File: config.mk
export PLATFORM = sky130hd
export DESIGN_NAME = seq_alu
export DESIGN_NICKNAME = d
export VERILOG_FILES = /design/src/rtl/seq_alu.sv
export SDC_FILE = /design/constraint.sdc
export NUM_CORES = 1
export LEC_CHECK = 0
export CORE_AREA = 2 2 239 241
export CTS_CLUSTER_DIAMETER = 200
export DETAILED_ROUTE_END_ITERATION = 16
export DIE_AREA = 0 0 241 243
export PLACE_DENSITY = 0.62
export SYNTH_ARGS = -nofsm -noshare
export SYNTH_HDL_FRONTEND = slang
export SYNTH_SLANG_ARGS = --single-unit
File: constraint.sdc
create_clock -name clk -period 5.4 [get_ports clk]
set_input_delay 0.54 -clock clk [delete_from_list [all_inputs] [get_ports clk]]
set_output_delay 0.54 -clock clk [all_outputs]
set_load 0.005 [all_outputs]
File: src/rtl/seq_alu.sv
`default_nettype none
// ============================================================================
//  Module   : seq_alu
//  Purpose  : Parametrised multi-cycle ALU for the EX stage. Logic ops, shifts,
//             signed set-less-than and add/sub finish in one cycle; multiply
//             (shift-add) and unsigned divide/remainder (restoring) take one
//             bit per cycle for W cycles. Valid/ready handshake on both sides.
//  Ports    : clk        rising-edge clock
//             rst_n      synchronous reset, active low
//             in_valid   op, a, b valid          in_ready   can accept an op
//             op[3:0]    operation code          a, b       operands (W bits)
//             out_valid  result and flags valid  out_ready  consumer takes result
//             result     result (W bits)         zero       result == 0
//             ovf        signed overflow (ADD/SUB only)
//             dbz        divide by zero (DIVU/REMU only)
//  Revision : 1.0  initial release
// ============================================================================
module seq_alu #(
    parameter int W     = 32,
    parameter int CNT_W = $clog2(W) + 1
) (
    input  logic         clk,
    input  logic         rst_n,
    input  logic         in_valid,
    output logic         in_ready,
    input  logic [3:0]   op,
    input  logic [W-1:0] a,
    input  logic [W-1:0] b,
    output logic         out_valid,
    input  logic         out_ready,
    output logic [W-1:0] result,
    output logic         zero,
    output logic         ovf,
    output logic         dbz
);

    localparam int c_SH_W = $clog2(W);

    localparam logic [3:0] c_OP_AND  = 4'b0000;
    localparam logic [3:0] c_OP_OR   = 4'b0001;
    localparam logic [3:0] c_OP_XOR  = 4'b0010;
    localparam logic [3:0] c_OP_NOR  = 4'b0011;
    localparam logic [3:0] c_OP_SLT  = 4'b0100;
    localparam logic [3:0] c_OP_NAND = 4'b0101;
    localparam logic [3:0] c_OP_SLL  = 4'b0110;
    localparam logic [3:0] c_OP_SRL  = 4'b0111;
    localparam logic [3:0] c_OP_ADD  = 4'b1000;
    localparam logic [3:0] c_OP_SUB  = 4'b1001;
    localparam logic [3:0] c_OP_MUL  = 4'b1010;
    localparam logic [3:0] c_OP_DIVU = 4'b1011;
    localparam logic [3:0] c_OP_REMU = 4'b1100;

    typedef enum logic [1:0] {
        S_IDLE = 2'd0,
        S_BUSY = 2'd1,
        S_DONE = 2'd2
    } state_t;

    state_t r_state;
    state_t w_state_next;

    // Iteration registers, shared between multiply and divide:
    //   MUL : r_opa = shifting multiplicand, r_opb = shifting multiplier,
    //         r_acc[W-1:0] = partial product
    //   DIV : r_opa = dividend shifting out / quotient shifting in,
    //         r_opb = divisor, r_acc = partial remainder (one guard bit)
    logic [W-1:0]     r_opa;
    logic [W-1:0]     r_opb;
    logic [W:0]       r_acc;
    logic [CNT_W-1:0] r_cnt;
    logic             r_is_mul;
    logic             r_is_divu;

    logic [W-1:0]     r_result;
    logic             r_zero;
    logic             r_ovf;
    logic             r_dbz;

    logic             w_accept;
    logic             w_b_zero;
    logic             w_multi;
    logic             w_iter_last;
    logic [W-1:0]     w_sum;
    logic [W-1:0]     w_dif;
    logic [W-1:0]     w_single;
    logic             w_single_ovf;
    logic             w_single_dbz;
    logic [W-1:0]     w_mul_acc;
    logic [W:0]       w_rem_sh;
    logic [W:0]       w_rem_try;
    logic [W:0]       w_rem_next;
    logic [W-1:0]     w_quo_next;
    logic [W-1:0]     w_div_res;

    assign in_ready  = (r_state == S_IDLE);
    assign out_valid = (r_state == S_DONE);
    assign result    = r_result;
    assign zero      = r_zero;
    assign ovf       = r_ovf;
    assign dbz       = r_dbz;

    assign w_accept    = in_valid & in_ready;
    assign w_b_zero    = (b == '0);
    // A zero divisor skips iteration and completes like a single-cycle op
    assign w_multi     = (op == c_OP_MUL) |
                         (((op == c_OP_DIVU) | (op == c_OP_REMU)) & ~w_b_zero);
    assign w_iter_last = (r_cnt == CNT_W'(W - 1));

    // ------------------------------------------------------------------
    // Single-cycle datapath, evaluated on the live inputs at accept
    // ------------------------------------------------------------------
    assign w_sum = a + b;
    assign w_dif = a - b;

    always_comb begin
        w_single     = a;
        w_single_ovf = 1'b0;
        w_single_dbz = 1'b0;
        case (op)
            c_OP_AND:  w_single = a & b;
            c_OP_OR:   w_single = a | b;
            c_OP_XOR:  w_single = a ^ b;
            c_OP_NOR:  w_single = ~(a | b);
            c_OP_SLT:  w_single = {{(W-1){1'b0}}, ($signed(a) < $signed(b))};
            c_OP_NAND: w_single = ~(a & b);
            c_OP_SLL:  w_single = a << b[c_SH_W-1:0];
            c_OP_SRL:  w_single = a >> b[c_SH_W-1:0];
            c_OP_ADD: begin
                w_single     = w_sum;
                w_single_ovf = (a[W-1] == b[W-1]) & (w_sum[W-1] != a[W-1]);
            end
            c_OP_SUB: begin
                w_single     = w_dif;
                w_single_ovf = (a[W-1] != b[W-1]) & (w_dif[W-1] != a[W-1]);
            end
            c_OP_MUL:  w_single = '0;
            c_OP_DIVU: begin
                w_single     = '1;
                w_single_dbz = w_b_zero;
            end
            c_OP_REMU: begin
                w_single     = a;
                w_single_dbz = w_b_zero;
            end
            default:   w_single = a;
        endcase
    end

    // ------------------------------------------------------------------
    // Iterative datapath: one multiplier bit / one quotient bit per cycle
    // ------------------------------------------------------------------
    assign w_mul_acc  = r_acc[W-1:0] + (r_opb[0] ? r_opa : '0);

    assign w_rem_sh   = {r_acc[W-1:0], r_opa[W-1]};
    assign w_rem_try  = w_rem_sh - {1'b0, r_opb};
    // Borrow out of the guard bit means the divisor did not fit: restore
    assign w_rem_next = w_rem_try[W] ? w_rem_sh : w_rem_try;
    assign w_quo_next = {r_opa[W-2:0], ~w_rem_try[W]};
    assign w_div_res  = r_is_divu ? w_quo_next : w_rem_next[W-1:0];

    // ------------------------------------------------------------------
    // FSM
    // ------------------------------------------------------------------
    always_ff @(posedge clk) begin
        if (!rst_n) begin
            r_state <= S_IDLE;
        end else begin
            r_state <= w_state_next;
        end
    end

    always_comb begin
        w_state_next = r_state;
        case (r_state)
            S_IDLE: begin
                if (w_accept) begin
                    w_state_next = w_multi ? S_BUSY : S_DONE;
                end
            end
            S_BUSY: begin
                if (w_iter_last) begin
                    w_state_next = S_DONE;
                end
            end
            S_DONE: begin
                if (out_ready) begin
                    w_state_next = S_IDLE;
                end
            end
            default: w_state_next = S_IDLE;
        endcase
    end

    // ------------------------------------------------------------------
    // Datapath registers
    // ------------------------------------------------------------------
    always_ff @(posedge clk) begin
        if (!rst_n) begin
            r_opa     <= '0;
            r_opb     <= '0;
            r_acc     <= '0;
            r_cnt     <= '0;
            r_is_mul  <= 1'b0;
            r_is_divu <= 1'b0;
            r_result  <= '0;
            r_zero    <= 1'b0;
            r_ovf     <= 1'b0;
            r_dbz     <= 1'b0;
        end else if (w_accept) begin
            r_opa     <= a;
            r_opb     <= b;
            r_acc     <= '0;
            r_cnt     <= '0;
            r_is_mul  <= (op == c_OP_MUL);
            r_is_divu <= (op == c_OP_DIVU);
            if (!w_multi) begin
                r_result <= w_single;
                r_zero   <= (w_single == '0);
                r_ovf    <= w_single_ovf;
                r_dbz    <= w_single_dbz;
            end
        end else if (r_state == S_BUSY) begin
            r_cnt <= r_cnt + CNT_W'(1);
            if (r_is_mul) begin
                r_acc <= {1'b0, w_mul_acc};
                r_opa <= r_opa << 1;
                r_opb <= r_opb >> 1;
                if (w_iter_last) begin
                    r_result <= w_mul_acc;
                    r_zero   <= (w_mul_acc == '0);
                    r_ovf    <= 1'b0;
                    r_dbz    <= 1'b0;
                end
            end else begin
                r_acc <= w_rem_next;
                r_opa <= w_quo_next;
                if (w_iter_last) begin
                    r_result <= w_div_res;
                    r_zero   <= (w_div_res == '0);
                    r_ovf    <= 1'b0;
                    r_dbz    <= 1'b0;
                end
            end
        end
    end

endmodule
`default_nettype wire

==> impl_summary.log <==
[metrics] antenna-violating nets left: 0
[metrics] power dissipated by switching net loads: 2.14 mW
[metrics] full die area: 58600 µm²
[metrics] share of post-route cells with drive strength above 1: 12.0%
[metrics] final worst path period share: 92.5%
[metrics] Sinks on Clock Net: 141
[metrics] sequential fraction of the synthesis area: 12.8%
[metrics] CTS hold repair buffers: 0
[metrics] count of flip-flops with a built-in enable after synthesis: 0
[metrics] total of endpoints with negative setup slack in the final report: 0
[metrics] DR vias/cell: 6.77
[metrics] Layout fillers: 5810
[metrics] clock transition at the register clock pins on the worst setup and hold paths after CTS: 0.07 ns
[metrics] status: finished, final reports clean
[metrics] DP HPWL: 95.6 mm
[metrics] average wire per cell in the routed design: 29.9 µm
[metrics] core area: 56000 µm²
[metrics] count of max-cap constraint violations: 0
[metrics] Clk pwr share: 28.3%
[metrics] Min Clock Period, post-route: 5.00 ns
[metrics] Int Power: 2.79 mW
[metrics] final setup skew: 0.0123 ns
[metrics] clock root buffer: sky130_fd_sc_hd__clkbuf_16
[metrics] critical-path maximum fanout: 5
[metrics] final standard cell utilization of the core: 45.6%
[metrics] clock tree from TritonCTS: done
[metrics] global route hottest layer: met2
[metrics] initial core utilization: 39.5%
[metrics] endpoint kind of the worst setup timing path: register
[metrics] global-route wire length before repair: 172 mm
[metrics] launch instance of the worst min-delay path: result[6]
[metrics] met2 track utilization from global routing: 58.7%
[metrics] mean instance size in the synthesized netlist: 7.05 µm²
[metrics] critical path required time: 5.79 ns
[metrics] number of top-level design ports: 109
[metrics] setup tns final: 0 ns
[metrics] antenna violations before repair: 6
[metrics] Hold Worst Slack: 0.451 ns
[metrics] total count of max-transition violations in the final report: 0
[metrics] fraction of met1 tracks used by global routing: 52.9%
[metrics] initial detailed-routing violation count: 3745
[metrics] beginning of the worst register-to-register path: r_opa[31]
[metrics] input/output buffers: 108
[metrics] vias in the first global route: 24600
[metrics] synthesized net count: 3384
[metrics] Std-Cell Rows: 87
[metrics] vias after detailed routing: 27000
[metrics] GP Congestion: 1.08
[metrics] unrepaired setup endpoints after global routing: false
[metrics] first element of the critical path: r_opa[31]
[metrics] async set-reset flop share out of synthesis: 0%
[metrics] prevailing post-synth register cell: sky130_fd_sc_hd__dfxtp_1
[metrics] transition time of the tightest slew-check pin: 1.14 ns
[metrics] routed wire length: 119 mm
[metrics] fmax: 200 MHz
[metrics] CTS H-Tree Depth: 4
[metrics] part of the power in combinational logic: 48.1%
[metrics] number of register bits inferred by synthesis: 141
[metrics] P per Cell Area: 193 nW/µm²
[metrics] final hold violations: 0
[metrics] met3 GRT Util: 9.99%
[metrics] total of warnings raised by yosys: 0
[metrics] clock buffers created by TritonCTS: 17
[metrics] Max-Slew Margin vs Limit: 23.5%
[metrics] deepest clock path buffer count: 2
[metrics] Leakage: 10.1 nW
[metrics] die span in y: 243 µm
[metrics] Hold Crit Class: register to register
[metrics] class of the most critical setup path: register to register
[metrics] global-route usage over all layers: 39.9%
[metrics] Skew-Pair Late Insertion Delay: 0.48 ns
[metrics] VDD IR max: 0.243 mV
[metrics] Yosys cell types: 102
[metrics] synthesized area: 22100 µm²
[metrics] switching portion of total power: 43.5%
[metrics] Die Width: 241 µm
[metrics] net count reported at finish: 3468
[metrics] cells resized by post-CTS repair: 0
[metrics] Post CTS Setup Buffer Count: 0
[metrics] maximum number of pins on one net before global-route repair: 82
[metrics] layout overhead on the synthesized area: 15.5%
[metrics] remaining global-route overflow: 0
[metrics] instance count of the mapped netlist: 3134
[metrics] sequential share of power: 23.6%
[metrics] first-pass iteration count of the detailed router: 9
[metrics] worst endpoint data arrival time: 5.39 ns
[metrics] crit path launch type: register
[metrics] number of design rule violations left after detail routing: 0
==> final timing paths <==
path	to	slack [ns]	cells past startpoint
hold / removal	result[6]	0.45	2
hold reg to reg	result[6]	0.45	2
setup / recovery	zero	0.40	14
setup reg to reg	zero	0.40	14
==> cells in the final DEF, fill, tap and decap left out, drive strengths merged, types with 30 or more instances in the layout <==
cell type and n:
nand3 73, xor2 32, nor2 291, nor3 75, and3 30, a211oi 113, ha 174, mux4 46
nor2b 34, dfxtp 141, clkdlybuf4s50 101, inv 172, mux2i 75, o211ai 69, a22oi 48, o21ai 160
xnor2 34, nand2 320, nand2b 41, and2 60, nor4 40, a21oi 266, a31oi 34, nand4 36
a21o 36, buf 230
==> state kept, by name (all words and copies together), names as in the netlist <==
signal / flops
r_acc: 32
r_opa: 32
r_opb: 32
result: 32
r_cnt: 6
r_state: 2
dbz: 1
ovf: 1
r_is_divu: 1
r_is_mul: 1
zero: 1
==> per-stage QoR <==
stage          area (µm²)  instances  power (mW)  setup WS, ns
2_1_floorplan       22100       3134        2.50         0.628
3_3_place_gp        24800       3955        3.47         0.255
3_5_place_dp        24800       3955        3.45         0.222
4_1_cts             25500       3987        4.84         0.556
5_1_grt             25500       3987        5.09         0.228
6_report            25500       3990        4.93         0.403
==> layout make-up <==
cell class,instances,area [µm²],area share (%)
inverters,172,647,2.54
clock buffers,18,439,1.72
clock inverters,14,229,0.897
well taps,756,946,3.71
repair buffers,331,2800,11.0
multi-input cells,2555,17600,69.1
flip-flops and latches,141,2820,11.1
diodes,3,7.51,0.0294
==> cells in the mapped netlist, types with 19 or more instances <==
cell                        number  area (µm²)
sky130_fd_sc_hd__nand2_1       320        1200
sky130_fd_sc_hd__nor2_1        290        1090
sky130_fd_sc_hd__a21oi_1       265        1330
sky130_fd_sc_hd__clkbuf_1      213         800
sky130_fd_sc_hd__ha_1          174        2180
sky130_fd_sc_hd__inv_1         167         627
sky130_fd_sc_hd__o21ai_0       152         761
sky130_fd_sc_hd__dfxtp_1       141        2820
sky130_fd_sc_hd__a211oi_1      113         848
sky130_fd_sc_hd__mux2i_1        75         751
sky130_fd_sc_hd__nor3_1         75         375
sky130_fd_sc_hd__nand3_1        72         360
sky130_fd_sc_hd__o211ai_1       69         518
sky130_fd_sc_hd__and2_1         57         357
sky130_fd_sc_hd__a22oi_1        48         360
sky130_fd_sc_hd__mux4_2         46        1040
sky130_fd_sc_hd__nand2b_1       41         257
sky130_fd_sc_hd__nor4_1         39         244
sky130_fd_sc_hd__a21o_1         36         270
sky130_fd_sc_hd__nand4_1        36         225
sky130_fd_sc_hd__a31oi_1        34         213
sky130_fd_sc_hd__nor2b_1        34         213
sky130_fd_sc_hd__xnor2_1        34         298
sky130_fd_sc_hd__xor2_1         32         280
sky130_fd_sc_hd__and3_1         30         188
sky130_fd_sc_hd__buf_1          27         101
sky130_fd_sc_hd__mux2_2         26         293
sky130_fd_sc_hd__a2111oi_0      23         201
sky130_fd_sc_hd__o21a_1         23         173
sky130_fd_sc_hd__o22ai_1        22         138
sky130_fd_sc_hd__o31ai_1        22         165
sky130_fd_sc_hd__o221ai_1       21         184
sky130_fd_sc_hd__or3_1          21         131
sky130_fd_sc_hd__buf_2          20         100
sky130_fd_sc_hd__a32oi_1        19         166
==> kinds of logic after synthesis <==
group           synth area share [%]
simple gates                    23.7
compound gates                  33.6
buf+inv                         7.69
fa+ha+maj                       10.2
mux                             9.46
flops                           12.8
xor+xnor                        2.62
==> worst max-delay path, cell delays in order (launching register included) <==
cell and delay [ns]:
sky130_fd_sc_hd__dfxtp_1 0.38, sky130_fd_sc_hd__inv_1 0.10, sky130_fd_sc_hd__ha_1 0.25, sky130_fd_sc_hd__nand3b_1 0.21
sky130_fd_sc_hd__a2111oi_0 0.66, sky130_fd_sc_hd__o21ai_1 0.23, sky130_fd_sc_hd__o221a_2 0.31, sky130_fd_sc_hd__o31a_1 0.42
sky130_fd_sc_hd__a2111oi_1 0.73, sky130_fd_sc_hd__o21ai_1 0.28, sky130_fd_sc_hd__a211o_1 0.38, sky130_fd_sc_hd__o221ai_1 0.27
sky130_fd_sc_hd__and3_1 0.22, sky130_fd_sc_hd__nand4_1 0.24, sky130_fd_sc_hd__a21oi_1 0.21
==> per-layer routing <==
metal,vias up,routed length (µm)
li1,11900,-
met1,12900,48600
met2,1754,50200
met3,384,13100
met4,6,7420
met5,-,37
==> power groups by stage <==
stage | combinational [mW] | clock [mW] | sequential (mW)
after global placement | 2.29 | 0 | 1.18
after detailed placement | 2.27 | 0 | 1.18
final | 2.37 | 1.39 | 1.16
after global routing | 2.48 | 1.44 | 1.17
after CTS | 2.28 | 1.40 | 1.16
after floorplan | 1.35 | 0 | 1.16
Power figures use the tool's default switching activity.
